==> config.mk <==
export PLATFORM = sky130hd
export DESIGN_NAME = mem_access_ctrl_flat
export DESIGN_NICKNAME = d
export VERILOG_FILES = /design/src/rtl/mem_access_ctrl_if.sv /design/src/rtl/mem_access_ctrl.sv /design/src/flat_wrapper.sv
export SDC_FILE = /design/constraint.sdc
export NUM_CORES = 1
export LEC_CHECK = 0
export ABC_AREA = 1
export BUFFER_PORTS_ARGS = -buffer_cell sky130_fd_sc_hd__clkbuf_2
export CELL_PAD_IN_SITES_DETAIL_PLACEMENT = 0
export CELL_PAD_IN_SITES_GLOBAL_PLACEMENT = 1
export CORE_UTILIZATION = 40
export DETAILED_ROUTE_END_ITERATION = 12
export PLACE_DENSITY_LB_ADDON = 0.1
export SETUP_SLACK_MARGIN = 0.02
export SYNTH_ARGS = -nofsm -noshare
export SYNTH_HDL_FRONTEND = slang
export SYNTH_SLANG_ARGS = --single-unit
==> constraint.sdc <==
create_clock -name clk -period 3 [get_ports clk]
set_clock_uncertainty 0.1 [all_clocks]
set_input_delay 0.6 -clock clk [delete_from_list [all_inputs] [get_ports clk]]
set_output_delay 0.6 -clock clk [all_outputs]
set_load 0.02 [all_outputs]
==> src/rtl/mem_access_ctrl_if.sv <==
// CPU load/store port and data-RAM port of the memory access controller.
// slave: the controller's view. master: the CPU/RAM side that drives requests and read data.
interface mem_access_ctrl_if #(
  parameter int ADDR_W = 20
);
  logic              cpu_req;
  logic              cpu_we;
  logic [1:0]        cpu_size;
  logic              cpu_sign;
  logic [31:0]       cpu_addr;
  logic [31:0]       cpu_wdata;
  logic [31:0]       cpu_rdata;
  logic              cpu_ready;
  logic              cpu_err;
  logic              cpu_busy;
  logic [ADDR_W-1:0] ram_addra;
  logic              ram_wea;
  logic [31:0]       ram_dina;
  logic [47:0]       ram_douta;

  modport slave (
    input  cpu_req, cpu_we, cpu_size, cpu_sign, cpu_addr, cpu_wdata, ram_douta,
    output cpu_rdata, cpu_ready, cpu_err, cpu_busy, ram_addra, ram_wea, ram_dina
  );

  modport master (
    output cpu_req, cpu_we, cpu_size, cpu_sign, cpu_addr, cpu_wdata, ram_douta,
    input  cpu_rdata, cpu_ready, cpu_err, cpu_busy, ram_addra, ram_wea, ram_dina
  );
endinterface

==> src/rtl/mem_access_ctrl.sv <==
// Load/store bridge between the CPU port and a 1-cycle-latency 32-bit data RAM.
// Checks alignment and range, performs read-modify-write for byte/half stores,
// and returns lane-extracted, sign/zero-extended load data. All outputs are registered.
module mem_access_ctrl #(
  parameter int ADDR_W = 20,
  parameter int WORDS  = 128
) (
  input  logic             clk,
  input  logic             rst_n,
  mem_access_ctrl_if.slave bus
);

  typedef enum logic [2:0] {
    IDLE = 3'd0,
    RD1  = 3'd1,
    RD2  = 3'd2,
    WR   = 3'd3,
    DONE = 3'd4
  } state_t;

  localparam logic [29:0] WORDS_W = 30'(WORDS);

  state_t            state_r, state_s;
  logic              we_r, sign_r;
  logic [1:0]        size_r, lane_r;
  logic [31:0]       wdata_r;
  logic              req_err_s, size_err_s, range_err_s;

  logic [ADDR_W-1:0] ram_addra_r, ram_addra_s;
  logic              ram_wea_r, ram_wea_s;
  logic [31:0]       ram_dina_r, ram_dina_s;
  logic [31:0]       cpu_rdata_r, cpu_rdata_s;
  logic              cpu_ready_r, cpu_ready_s;
  logic              cpu_err_r, cpu_err_s;
  logic              cpu_busy_r, cpu_busy_s;

  // Upper read-data bits carry no information for this controller.
  logic              unused_douta_s;
  assign unused_douta_s = ^bus.ram_douta[47:32];

  // Pick the addressed byte/half out of a word and extend it to 32 bits.
  function automatic logic [31:0] lane_extract(input logic [31:0] word, input logic [1:0] size,
                                               input logic [1:0] lane, input logic sign);
    logic [7:0]  b;
    logic [15:0] h;
    logic [31:0] res;
    case (lane)
      2'b00:   b = word[7:0];
      2'b01:   b = word[15:8];
      2'b10:   b = word[23:16];
      default: b = word[31:24];
    endcase
    h = lane[1] ? word[31:16] : word[15:0];
    case (size)
      2'b00:   res = {{24{sign & b[7]}}, b};
      2'b01:   res = {{16{sign & h[15]}}, h};
      default: res = word;
    endcase
    return res;
  endfunction

  // Overlay the right-justified store data onto the addressed lane of a word.
  function automatic logic [31:0] lane_merge(input logic [31:0] word, input logic [31:0] wdata,
                                             input logic [1:0] size, input logic [1:0] lane);
    logic [31:0] res;
    res = word;
    case (size)
      2'b00: begin
        case (lane)
          2'b00:   res[7:0]   = wdata[7:0];
          2'b01:   res[15:8]  = wdata[7:0];
          2'b10:   res[23:16] = wdata[7:0];
          default: res[31:24] = wdata[7:0];
        endcase
      end
      2'b01: begin
        if (lane[1]) res[31:16] = wdata[15:0];
        else         res[15:0]  = wdata[15:0];
      end
      default: res = wdata;
    endcase
    return res;
  endfunction

  // Reject illegal size, misalignment, and word indices beyond the RAM depth.
  always_comb begin
    size_err_s  = 1'b0;
    range_err_s = (bus.cpu_addr[31:2] >= WORDS_W);
    case (bus.cpu_size)
      2'b00:   size_err_s = 1'b0;
      2'b01:   size_err_s = bus.cpu_addr[0];
      2'b10:   size_err_s = (bus.cpu_addr[1:0] != 2'b00);
      default: size_err_s = 1'b1;
    endcase
    req_err_s = size_err_s | range_err_s;
  end

  // FSM state register.
  always_ff @(posedge clk or negedge rst_n) begin
    if (!rst_n) state_r <= IDLE;
    else        state_r <= state_s;
  end

  // FSM next-state: errors finish at once, word stores skip the read, everything else reads first.
  always_comb begin
    state_s = state_r;
    case (state_r)
      IDLE: begin
        if (!bus.cpu_req)                            state_s = IDLE;
        else if (req_err_s)                          state_s = DONE;
        else if (bus.cpu_we && bus.cpu_size == 2'b10) state_s = WR;
        else                                         state_s = RD1;
      end
      RD1:     state_s = RD2;
      RD2:     state_s = we_r ? WR : DONE;
      WR:      state_s = DONE;
      DONE:    state_s = IDLE;
      default: state_s = IDLE;
    endcase
  end

  // Capture the request attributes when a request is accepted in IDLE.
  always_ff @(posedge clk or negedge rst_n) begin
    if (!rst_n) begin
      we_r    <= 1'b0;
      sign_r  <= 1'b0;
      size_r  <= 2'b00;
      lane_r  <= 2'b00;
      wdata_r <= 32'h0000_0000;
    end else if (state_r == IDLE && bus.cpu_req) begin
      we_r    <= bus.cpu_we;
      sign_r  <= bus.cpu_sign;
      size_r  <= bus.cpu_size;
      lane_r  <= bus.cpu_addr[1:0];
      wdata_r <= bus.cpu_wdata;
    end
  end

  // FSM outputs: next values of the registered outputs, derived from the upcoming state.
  always_comb begin
    ram_addra_s = ram_addra_r;
    ram_dina_s  = ram_dina_r;
    cpu_rdata_s = cpu_rdata_r;
    ram_wea_s   = (state_s == WR);
    cpu_ready_s = (state_s == DONE);
    cpu_busy_s  = (state_s != IDLE);
    cpu_err_s   = 1'b0;
    case (state_r)
      IDLE: begin
        if (bus.cpu_req) begin
          ram_addra_s = bus.cpu_addr[ADDR_W+1:2];
          ram_dina_s  = bus.cpu_wdata;
          cpu_err_s   = req_err_s;
        end else begin
          cpu_err_s   = 1'b0;
        end
      end
      RD2: begin
        if (we_r) ram_dina_s  = lane_merge(bus.ram_douta[31:0], wdata_r, size_r, lane_r);
        else      cpu_rdata_s = lane_extract(bus.ram_douta[31:0], size_r, lane_r, sign_r);
      end
      default: cpu_err_s = 1'b0;
    endcase
  end

  // Output registers.
  always_ff @(posedge clk or negedge rst_n) begin
    if (!rst_n) begin
      ram_addra_r <= '0;
      ram_wea_r   <= 1'b0;
      ram_dina_r  <= 32'h0000_0000;
      cpu_rdata_r <= 32'h0000_0000;
      cpu_ready_r <= 1'b0;
      cpu_err_r   <= 1'b0;
      cpu_busy_r  <= 1'b0;
    end else begin
      ram_addra_r <= ram_addra_s;
      ram_wea_r   <= ram_wea_s;
      ram_dina_r  <= ram_dina_s;
      cpu_rdata_r <= cpu_rdata_s;
      cpu_ready_r <= cpu_ready_s;
      cpu_err_r   <= cpu_err_s;
      cpu_busy_r  <= cpu_busy_s;
    end
  end

  assign bus.ram_addra = ram_addra_r;
  assign bus.ram_wea   = ram_wea_r;
  assign bus.ram_dina  = ram_dina_r;
  assign bus.cpu_rdata = cpu_rdata_r;
  assign bus.cpu_ready = cpu_ready_r;
  assign bus.cpu_err   = cpu_err_r;
  assign bus.cpu_busy  = cpu_busy_r;

endmodule

==> src/flat_wrapper.sv <==
// flat-port wrapper written by rule: the top's interface ports become plain ports
module mem_access_ctrl_flat 
#(
  parameter int ADDR_W = 20,
  parameter int WORDS  = 128
)
  (clk, rst_n, bus_cpu_req, bus_cpu_we, bus_cpu_size, bus_cpu_sign, bus_cpu_addr, bus_cpu_wdata, bus_ram_douta, bus_cpu_rdata, bus_cpu_ready, bus_cpu_err, bus_cpu_busy, bus_ram_addra, bus_ram_wea, bus_ram_dina);
  mem_access_ctrl_if #(.ADDR_W(ADDR_W)) bus_i ();
  input  logic clk;
  input  logic rst_n;
  input wire logic [$bits(bus_i.cpu_req)-1:0] bus_cpu_req;
  input wire logic [$bits(bus_i.cpu_we)-1:0] bus_cpu_we;
  input wire logic [$bits(bus_i.cpu_size)-1:0] bus_cpu_size;
  input wire logic [$bits(bus_i.cpu_sign)-1:0] bus_cpu_sign;
  input wire logic [$bits(bus_i.cpu_addr)-1:0] bus_cpu_addr;
  input wire logic [$bits(bus_i.cpu_wdata)-1:0] bus_cpu_wdata;
  input wire logic [$bits(bus_i.ram_douta)-1:0] bus_ram_douta;
  output wire logic [$bits(bus_i.cpu_rdata)-1:0] bus_cpu_rdata;
  output wire logic [$bits(bus_i.cpu_ready)-1:0] bus_cpu_ready;
  output wire logic [$bits(bus_i.cpu_err)-1:0] bus_cpu_err;
  output wire logic [$bits(bus_i.cpu_busy)-1:0] bus_cpu_busy;
  output wire logic [$bits(bus_i.ram_addra)-1:0] bus_ram_addra;
  output wire logic [$bits(bus_i.ram_wea)-1:0] bus_ram_wea;
  output wire logic [$bits(bus_i.ram_dina)-1:0] bus_ram_dina;
  assign bus_i.cpu_req = bus_cpu_req;
  assign bus_i.cpu_we = bus_cpu_we;
  assign bus_i.cpu_size = bus_cpu_size;
  assign bus_i.cpu_sign = bus_cpu_sign;
  assign bus_i.cpu_addr = bus_cpu_addr;
  assign bus_i.cpu_wdata = bus_cpu_wdata;
  assign bus_i.ram_douta = bus_ram_douta;
  assign bus_cpu_rdata = bus_i.cpu_rdata;
  assign bus_cpu_ready = bus_i.cpu_ready;
  assign bus_cpu_err = bus_i.cpu_err;
  assign bus_cpu_busy = bus_i.cpu_busy;
  assign bus_ram_addra = bus_i.ram_addra;
  assign bus_ram_wea = bus_i.ram_wea;
  assign bus_ram_dina = bus_i.ram_dina;
  mem_access_ctrl #(.ADDR_W(ADDR_W), .WORDS(WORDS)) u_core (.clk(clk), .rst_n(rst_n), .bus(bus_i));
endmodule
# Yosys cells after proc, flatten, opt, wreduce, memory -nomap -nowiden
# Index checks and enable logic that the tools add are counted.
# word_totals
reg_bits	129
latch_bits	0
ram_bits	0
romBits	0
out_inout_bits	88
elab_cells	66
n_memories	0
# classes
add_sub_neg	0
mul	0
div_mod_pow	0
n_lt_le_gt_ge	1
n_eq_ne	12
shift	0
muxes	23
bitwise	4
n_reduce_logical	13
# op_table
operator	count
one-hot mux 32 bit (2 select lines)	3
two-way mux 32 bit	2
two-way mux 16 bit	3
two-way mux 8 bit	6
greater-or-equal comparator 30 x 8 -> 1 bit, second input constant	1
one-hot mux 8 bit (3 select lines)	1
one-hot mux 3 bit (4 select lines)	1
equality test 3 x 2 -> 1 bit, second input constant	3
two-way mux 3 bit	3
equality test 2 x 1 -> 1 bit, second input constant	3
logical NOT 2 bit	3
equality test 2 bit, second input constant	2
AND reduction 2 bit	2
nonzero test 2 bit	2
equality test 3 x 1 -> 1 bit, second input constant	1
equality test 3 bit, second input constant	1
logical NOT 3 bit	1
one-hot mux 1 bit (3 select lines)	1
AND reduction 3 bit	1
nonzero test 3 bit	1
OR reduction 3 bit	1
bitwise AND 1 bit	2
logical AND 1 bit	2
two-way mux 1 bit	2
other kinds (5)	5

# Logic depth before layout (Yosys ltp)
# Gate-level depths: netlist of the first run.
# depth
word_depth	7
mapped_depth	10

# Worst setup path after synthesis of the first run
# No wires, ideal clock.
# synth_timing
path_type	input to register
from	in bus_cpu_addr[28]
to	reg u_core.cpu_busy_r (netlist: u_core.bus.cpu_busy)
setup_ns	0.136
t_arrival_ns	1.284
t_required_ns	2.764
setup_slack_ns	1.480
cell_stages	8
n_path_buf	0
path_cell_list	nor2_1 > nand2_1 > nor2_1 > nand2_1 > nor2_1 > nor2_1 > nor2_1 > nand3_1
# synth_between
elab_chain_len	6
# synth_rtl
element	line	rtl
start, declared	flat_wrapper.sv:15	input wire logic [$bits(bus_i.cpu_addr)-1:0] bus_cpu_addr;
greater-or-equal comparator 30 x 8 -> 1 bit	mem_access_ctrl.sv:88	range_err_s = (bus.cpu_addr[31:2] >= WORDS_W);
OR 1 bit	mem_access_ctrl.sv:95	req_err_s = size_err_s | range_err_s;
two-way mux 3 bit	mem_access_ctrl.sv:110	else if (req_err_s) state_s = DONE;
two-way mux 3 bit	mem_access_ctrl.sv:109	if (!bus.cpu_req) state_s = IDLE;
one-hot mux 3 bit (4 select lines)	mem_access_ctrl.sv:107	case (state_r)
nonzero test 3 bit	mem_access_ctrl.sv:146	cpu_busy_s = (state_s != IDLE);
net u_core.cpu_busy_s	mem_access_ctrl.sv:35	logic cpu_busy_r, cpu_busy_s;
end signal, assigned	mem_access_ctrl.sv:183	cpu_busy_r <= cpu_busy_s;
end, declared	mem_access_ctrl.sv:35	
# The timed path passes the listed nets, and every way through them passes these cells.
# A chain may end at the register's enable or synchronous reset.

# Worst setup path in the final report of the first run
# layout_timing
from	reg u_core.lane_r[1]
to	reg u_core.cpu_rdata_r[31] (netlist: u_core.bus.cpu_rdata[31])
# layout_between
elab_chain_len	6
# layout_rtl
element	line	rtl
start, declared	mem_access_ctrl.sv:25	logic [1:0] size_r, lane_r;
start signal, assigned	mem_access_ctrl.sv:134	lane_r <= bus.cpu_addr[1:0];
equality test 2 bit, or another cell as far along	mem_access_ctrl.sv:47	case (lane)
one-hot mux 8 bit (3 select lines)	mem_access_ctrl.sv:47	
two-way mux 8 bit	mem_access_ctrl.sv:159	if (we_r) ram_dina_s = lane_merge(bus.ram_douta[31:0], wdata_r, size_r, lane_r);
two-way mux 8 bit	mem_access_ctrl.sv:148	case (state_r)
bitwise AND 1 bit	mem_access_ctrl.sv:55	2'b00: res = {{24{sign & b[7]}}, b};
one-hot mux 32 bit (2 select lines) *	mem_access_ctrl.sv:54	case (size)
end signal, assigned	mem_access_ctrl.sv:180	cpu_rdata_r <= cpu_rdata_s;
end, declared	mem_access_ctrl.sv:32	logic [31:0] cpu_rdata_r, cpu_rdata_s;
# Mark *: on every way between the ends. The rest lies on a longest branch, timed or not. The select of a mux whose other input is x is not followed.

==> results of run 1 <==
## worst max-delay path, stage by stage, from the launching register on
cell and delay (ns):
dfrtp_1 0.79, nand2_1 0.31, inv_1 0.32, nand2_1 0.14, nand4_2 0.11, buf_4 0.27
nand3_1 0.11, nand2_1 0.10, inv_1 0.04
## routing by layer
layer	share of wire	up-vias	GRT usage
met1	0.48	2961	0.370
li1	-	3202	-
met4	0.018	0	0.0865
met5	0	-	0
met2	0.43	237	0.382
met3	0.077	27	0.0635
## final cells by class
type,count,area (um^2),share of cell area
clock inverter,14,179,0.0213
clock buffer,18,429,0.0512
sequential,129,3230,0.385
tap,216,270,0.0322
timing repair buffer,205,1080,0.129
multi-input combinational,599,2830,0.337
inverter,96,363,0.0433
## flip-flops by register name (all words and copies together), names as in the netlist
register and count:
u_core.bus.cpu_rdata 32, u_core.bus.ram_dina 32, u_core.wdata_r 32, u_core.bus.ram_addra 20, u_core.state_r 3, u_core.lane_r 2, u_core.size_r 2, u_core.bus.cpu_busy 1
u_core.bus.cpu_err 1, u_core.bus.cpu_ready 1, u_core.bus.ram_wea 1, u_core.sign_r 1, u_core.we_r 1
## per-stage QoR
step,util,instance area [um^2],power [W],hold slack (ns),cells
after floorplan,-,6660,0.00265,0.204,870
after global placement,0.483,7760,0.00305,0.363,1244
after detailed placement,0.483,7760,0.00305,0.365,1244
after CTS,0.522,8380,0.00521,0.254,1277
after global routing,0.522,8380,0.00542,0.268,1277
final,0.522,8380,0.00518,0.262,1277
## path summary, 6_finish.rpt
check	startpoint	to	slack, ns	cells past startpoint
worst max-delay path	u_core.lane_r[1]	u_core.bus.cpu_rdata[31]	0.60	8
max in group asynchronous	rst_n	u_core.wdata_r[7]	1.61	3
worst min-delay path	bus_cpu_addr[6]	u_core.bus.ram_addra[4]	0.26	3
worst max register to register	u_core.lane_r[1]	u_core.bus.cpu_rdata[31]	0.60	8
min in group asynchronous	rst_n	u_core.bus.ram_dina[0]	0.55	2
worst min register to register	u_core.bus.ram_dina[4]	u_core.bus.ram_dina[4]	0.38	2
## layout by cell type (no fill, tap or decap), types with 8 or more instances in the layout
| cell | Yosys | layout |
|---|---|---|
| a21oi_1 | 62 | 62 |
| a2bb2oi_1 | 9 | 9 |
| buf_4 | 8 | 13 |
| clkbuf_16 | 0 | 17 |
| clkbuf_2 | 0 | 189 |
| dfrtp_1 | 129 | 129 |
| inv_1 | 87 | 87 |
| inv_2 | 8 | 8 |
| nand2_1 | 263 | 263 |
| nand3_1 | 54 | 53 |
| nor2_1 | 39 | 39 |
| o211ai_1 | 10 | 10 |
| o21ai_0 | 91 | 91 |
| o21bai_1 | 11 | 11 |
| o221ai_1 | 8 | 8 |
| or2_2 | 16 | 16 |
## repair_timing
action	in CTS	in global routing
hold buffers	1	0
endpoints found under the setup margin	0	0
endpoints found under the hold margin	36	0
## power by group
group | internal, W | total [W] | switching, W | leakage [nW]
Clock | 0.00132 | 0.00216 | 0.000840 | 0.288
Sequential | 0.00190 | 0.00201 | 0.000110 | 1.64
Combinational | 0.000321 | 0.00101 | 0.000691 | 2.74
Total | 0.00354 | 0.00518 | 0.00164 | 4.66
## cell families (layout without fill, tap and decap cells)
logic type | after synthesis | count (layout) | share of synthesized area
buffers and inverters | 142 | 333 | 0.0912
AOI/OAI and AO/OA | 214 | 214 | 0.184
and+or+nand+nor | 385 | 385 | 0.240
DFF | 129 | 129 | 0.485
==> flow_summary.yaml, run 1 <==
setup_path:
  arrival_ns: 2.61
  cp-end-kind: "register"
  start_kind: "register"
  path_class: "reg2reg"
  cp_max_fo: 24
  cp.required_ns: 3.22
drt:
  detail_route.first_pass.iterations: 4
  dr_total_vias: 6427
  drc: 0
  ant_nets: 0
  drt-total-wl_mm: 21.0
  detailedRoute.firstIterationViolations: 407
  vias_per_cell: 5.03
  wire_per_inst_um: 16.4
timing:
  rsz0062_at_grt: "no"
  min_period_over_period: 0.799
  setup_viol: 0
  worst_slew_pin_slew_ns: 0.866
  slew_violations: 0
  hold_viol_final: 0
  fmax_mhz: 417
  tns_ns: 0
  worst_slack_ns: 0.603
  layout_min_cycle_time_ns: 2.40
  slew_headroom: 0.421
logic_synthesis:
  synth_top_area_frac: 0.485
  synthTopCellsByArea: "dfrtp_1 (48%), nand2_1 (15%), o21ai_0 (6.8%)"
  ys_seq_area_frac: 0.485
  async_reset_ff_frac: 1.00
  yosys-top-cells-count: "nand2_1 (263), dfrtp_1 (129), o21ai_0 (91)"
  yosysWarningCount: 0
  ys_ff_latch: 129
  netlist_area_um2: 6660
  yosysMostFrequentCell: "nand2_1"
  ys.flop_type: "dfrtp_1"
  avgSynthCellArea_um2: 7.65
  yosysTopAreaCell: "dfrtp_1"
  yosysUniqueCellTypes: 31
  syn_nets: 989
  synth_edf_count: 0
  post_synth_inst_count: 870
floorplan:
  core.rowCount: 46
  start_util: 0.415
  core_area_um2: 16100
  die_w_um: 131
  io_pins: 207
  die_h_um: 131
  die_area_um2: 17200
placed_design:
  finalWeightedCongestion: 0.874
  hpwl_mm: 15.4
  pre_cts_slack_ns: 0.631
  io_buffers: 190
grt:
  overflow: 0
  grt_pass1_wl_mm: 33.1
  antenna_found_initial: 0
  grt_pass1_vias: 6143
  track_usage: 0.259
  grt_max_degree: 53
clocking:
  clkTransAtPathRegs_ns: 0.06
  cts_tree: "yes"
  cts-htree-levels: 4
  cts_sinks: 129
  cts_buffer_depth: 2
  cts_made_buffers: 17
  worstSkewPairLatency_ns: 0.42
  cts-root-buf: "clkbuf_16"
  post_cts_resized: 0
  post_cts_buffers: 0
min_path:
  min_path_type: "in2reg"
finish:
  layout-drive-gt1-share: 0.255
  num_antenna_cells: 0
  syn_to_final_growth_pct: 25.9
  nets: 1167
  n_fill_cell: 1662
pwr:
  peakVddDrop_mv: 0.405
  p_leak_nw: 4.66
  cellPowerDensity_nw_per_um2: 619
run:
  max-cap-violations: 0
status:
  status: "finished, final reports clean"
Note: power is estimated with default switching activity, not from simulation.
==> run 2: changes to the inputs <==
--- a/config.mk
+++ b/config.mk
@@ -9,7 +9,7 @@
 export BUFFER_PORTS_ARGS = -buffer_cell sky130_fd_sc_hd__clkbuf_2
 export CELL_PAD_IN_SITES_DETAIL_PLACEMENT = 0
 export CELL_PAD_IN_SITES_GLOBAL_PLACEMENT = 1
-export CORE_UTILIZATION = 40
+export CORE_UTILIZATION = 33
 export DETAILED_ROUTE_END_ITERATION = 12
 export PLACE_DENSITY_LB_ADDON = 0.1
 export SETUP_SLACK_MARGIN = 0.02
==> constraint.sdc (replaced) <==
create_clock -name clk -period 2.13 [get_ports clk]
set_clock_uncertainty 0.1 [all_clocks]
set_input_delay 0.426 -clock clk [delete_from_list [all_inputs] [get_ports clk]]
set_output_delay 0.426 -clock clk [all_outputs]
set_load 0.02 [all_outputs]
==> run 2 against run 1 <==
Effect of this change: non-clock buffer count is 11 higher; critical path depth increased by 1; clock power grew 35%; combinational power increased by 47%; die area increased by 21%; wire length is 6.1% higher; core utilization shrank 8.6 points; worst hold slack worse by 0.17 ns; highest routed layer unchanged.
==> flow_summary.yaml, run 2 (synthesized netlist as in run 1, its figures left out) <==
status:
  status: "finished, final reports clean"
setup_path:
  path_class: "reg2reg"
  startpoint: "u_core.state_r[2]"
  cp_max_fo: 27
  start_kind: "register"
  cp-end-kind: "register"
  arrival_ns: 2.10
  r2r_start: "u_core.state_r[2]"
  cp.required_ns: 2.33
timing:
  setup_viol: 0
  tns_ns: 0
  worst_slew_pin_slew_ns: 0.567
  hold_viol_final: 0
  layout_min_cycle_time_ns: 1.89
  slew_violations: 0
  slew_headroom: 0.621
  fmax_mhz: 528
  min_period_over_period: 0.889
  rsz0062_at_grt: "no"
  worst_hold_slack_ns: 0.0903
grt:
  antenna_found_initial: 0
  grt_max_degree: 46
  track_usage: 0.223
  grt_pass1_vias: 6186
  overflow: 0
  grt_pass1_wl_mm: 34.9
min_path:
  min_path_type: "in2reg"
  min_from: "bus_cpu_addr[7]"
drt:
  drc: 0
  drt-total-wl_mm: 22.3
  detail_route.first_pass.iterations: 5
  ant_nets: 0
  detailedRoute.firstIterationViolations: 389
  dr_total_vias: 6407
  wire_per_inst_um: 16.7
  vias_per_cell: 4.80
placed_design:
  hpwl_mm: 16.6
  io_buffers: 190
  finalWeightedCongestion: 0.843
clocking:
  cts_tree: "yes"
  cts_sinks: 129
  cts-root-buf: "clkbuf_16"
  cts-htree-levels: 4
  worstSkewPairLatency_ns: 0.43
  post_cts_buffers: 0
  cts_buffer_depth: 2
  cts_made_buffers: 17
  clkTransAtPathRegs_ns: 0.06
pwr:
  peakVddDrop_mv: 0.544
  power.total_w: 0.00723
  cellPowerDensity_nw_per_um2: 847
  p_leak_nw: 4.72
finish:
  final_common_cell: "nand2_1"
  nets: 1178
  layout-drive-gt1-share: 0.264
  num_antenna_cells: 0
  syn_to_final_growth_pct: 28.3
  n_fill_cell: 2120
  final_cell_mix: "nand2_1 (263), clkbuf_2 (189), dfrtp_1 (129)"
run:
  max-cap-violations: 0
floorplan:
  die_area_um2: 20700
  core.rowCount: 51
  die_w_um: 144
  start_util: 0.340
  io_pins: 207
  die_h_um: 144
  core_area_um2: 19600
run 2: worst max-delay path: stages, from the launching register on:
cell and delay [ns]:
dfrtp_1 0.40, nor2_2 0.16, nand2_2 0.09, inv_4 0.10
nand2_4 0.20, inv_2 0.26, buf_4 0.23, nand2_1 0.06
nor2_1 0.10, a2bb2oi_1 0.07
run 2: what timing repair did:
action,in CTS,in global routing
setup endpoints to repair,0,2
hold buffers,1,0
resized for setup,0,1
endpoints found under the hold margin,32,0
run 2: worst paths after layout:
kind                                            endpoint  slack [ns]  depth (start not counted)
worst max-delay path             u_core.bus.cpu_rdata[7]        0.24                          9
worst min-delay path             u_core.bus.ram_addra[5]        0.09                          3
worst max register to register   u_core.bus.cpu_rdata[7]        0.24                          9
worst min register to register   u_core.bus.ram_addra[3]        0.38                          2
max in group asynchronous       u_core.bus.cpu_rdata[20]        0.89                          4
min in group asynchronous         u_core.bus.ram_dina[0]        0.37                          2
run 2: area by class of cell:
cell class	instances	area (um^2)	area share
flip-flops and latches	129	3230	0.378
multi-input cells	599	2830	0.331
repair buffers	216	1200	0.141
clock buffers	19	453	0.0530
inverters	96	363	0.0425
well taps	265	332	0.0388
clock inverters	12	135	0.0158
run 2: power by group:
group          total, W  switching (W)  internal (W)
logic           0.00148        0.00100      0.000483
registers       0.00283       0.000146       0.00268
clock network   0.00292        0.00114       0.00178
run 2: metrics by stage:
step / area (um^2) / setup WS (ns) / utilization / instances
6_report: 8540 / 0.236 / 0.436 / 1336
4_1_cts: 8540 / 0.232 / 0.436 / 1336
3_5_place_dp: 7940 / 0.238 / 0.406 / 1304
2_1_floorplan: 6660 / 0.644 / - / 870
5_1_grt: 8540 / 0.0290 / 0.436 / 1336
3_3_place_gp: 7940 / 0.248 / 0.406 / 1304
run 2: layer usage:
layer  share of wire  vias to the layer above  routed length [um]  GRT usage
li1                -                     3210                   -          -
met1            0.47                     2967               10600      0.311
met2            0.44                      214                9910      0.342
met3           0.070                       16                1570     0.0589
met4           0.011                        0                 237     0.0554
met5               0                        -                   0          0
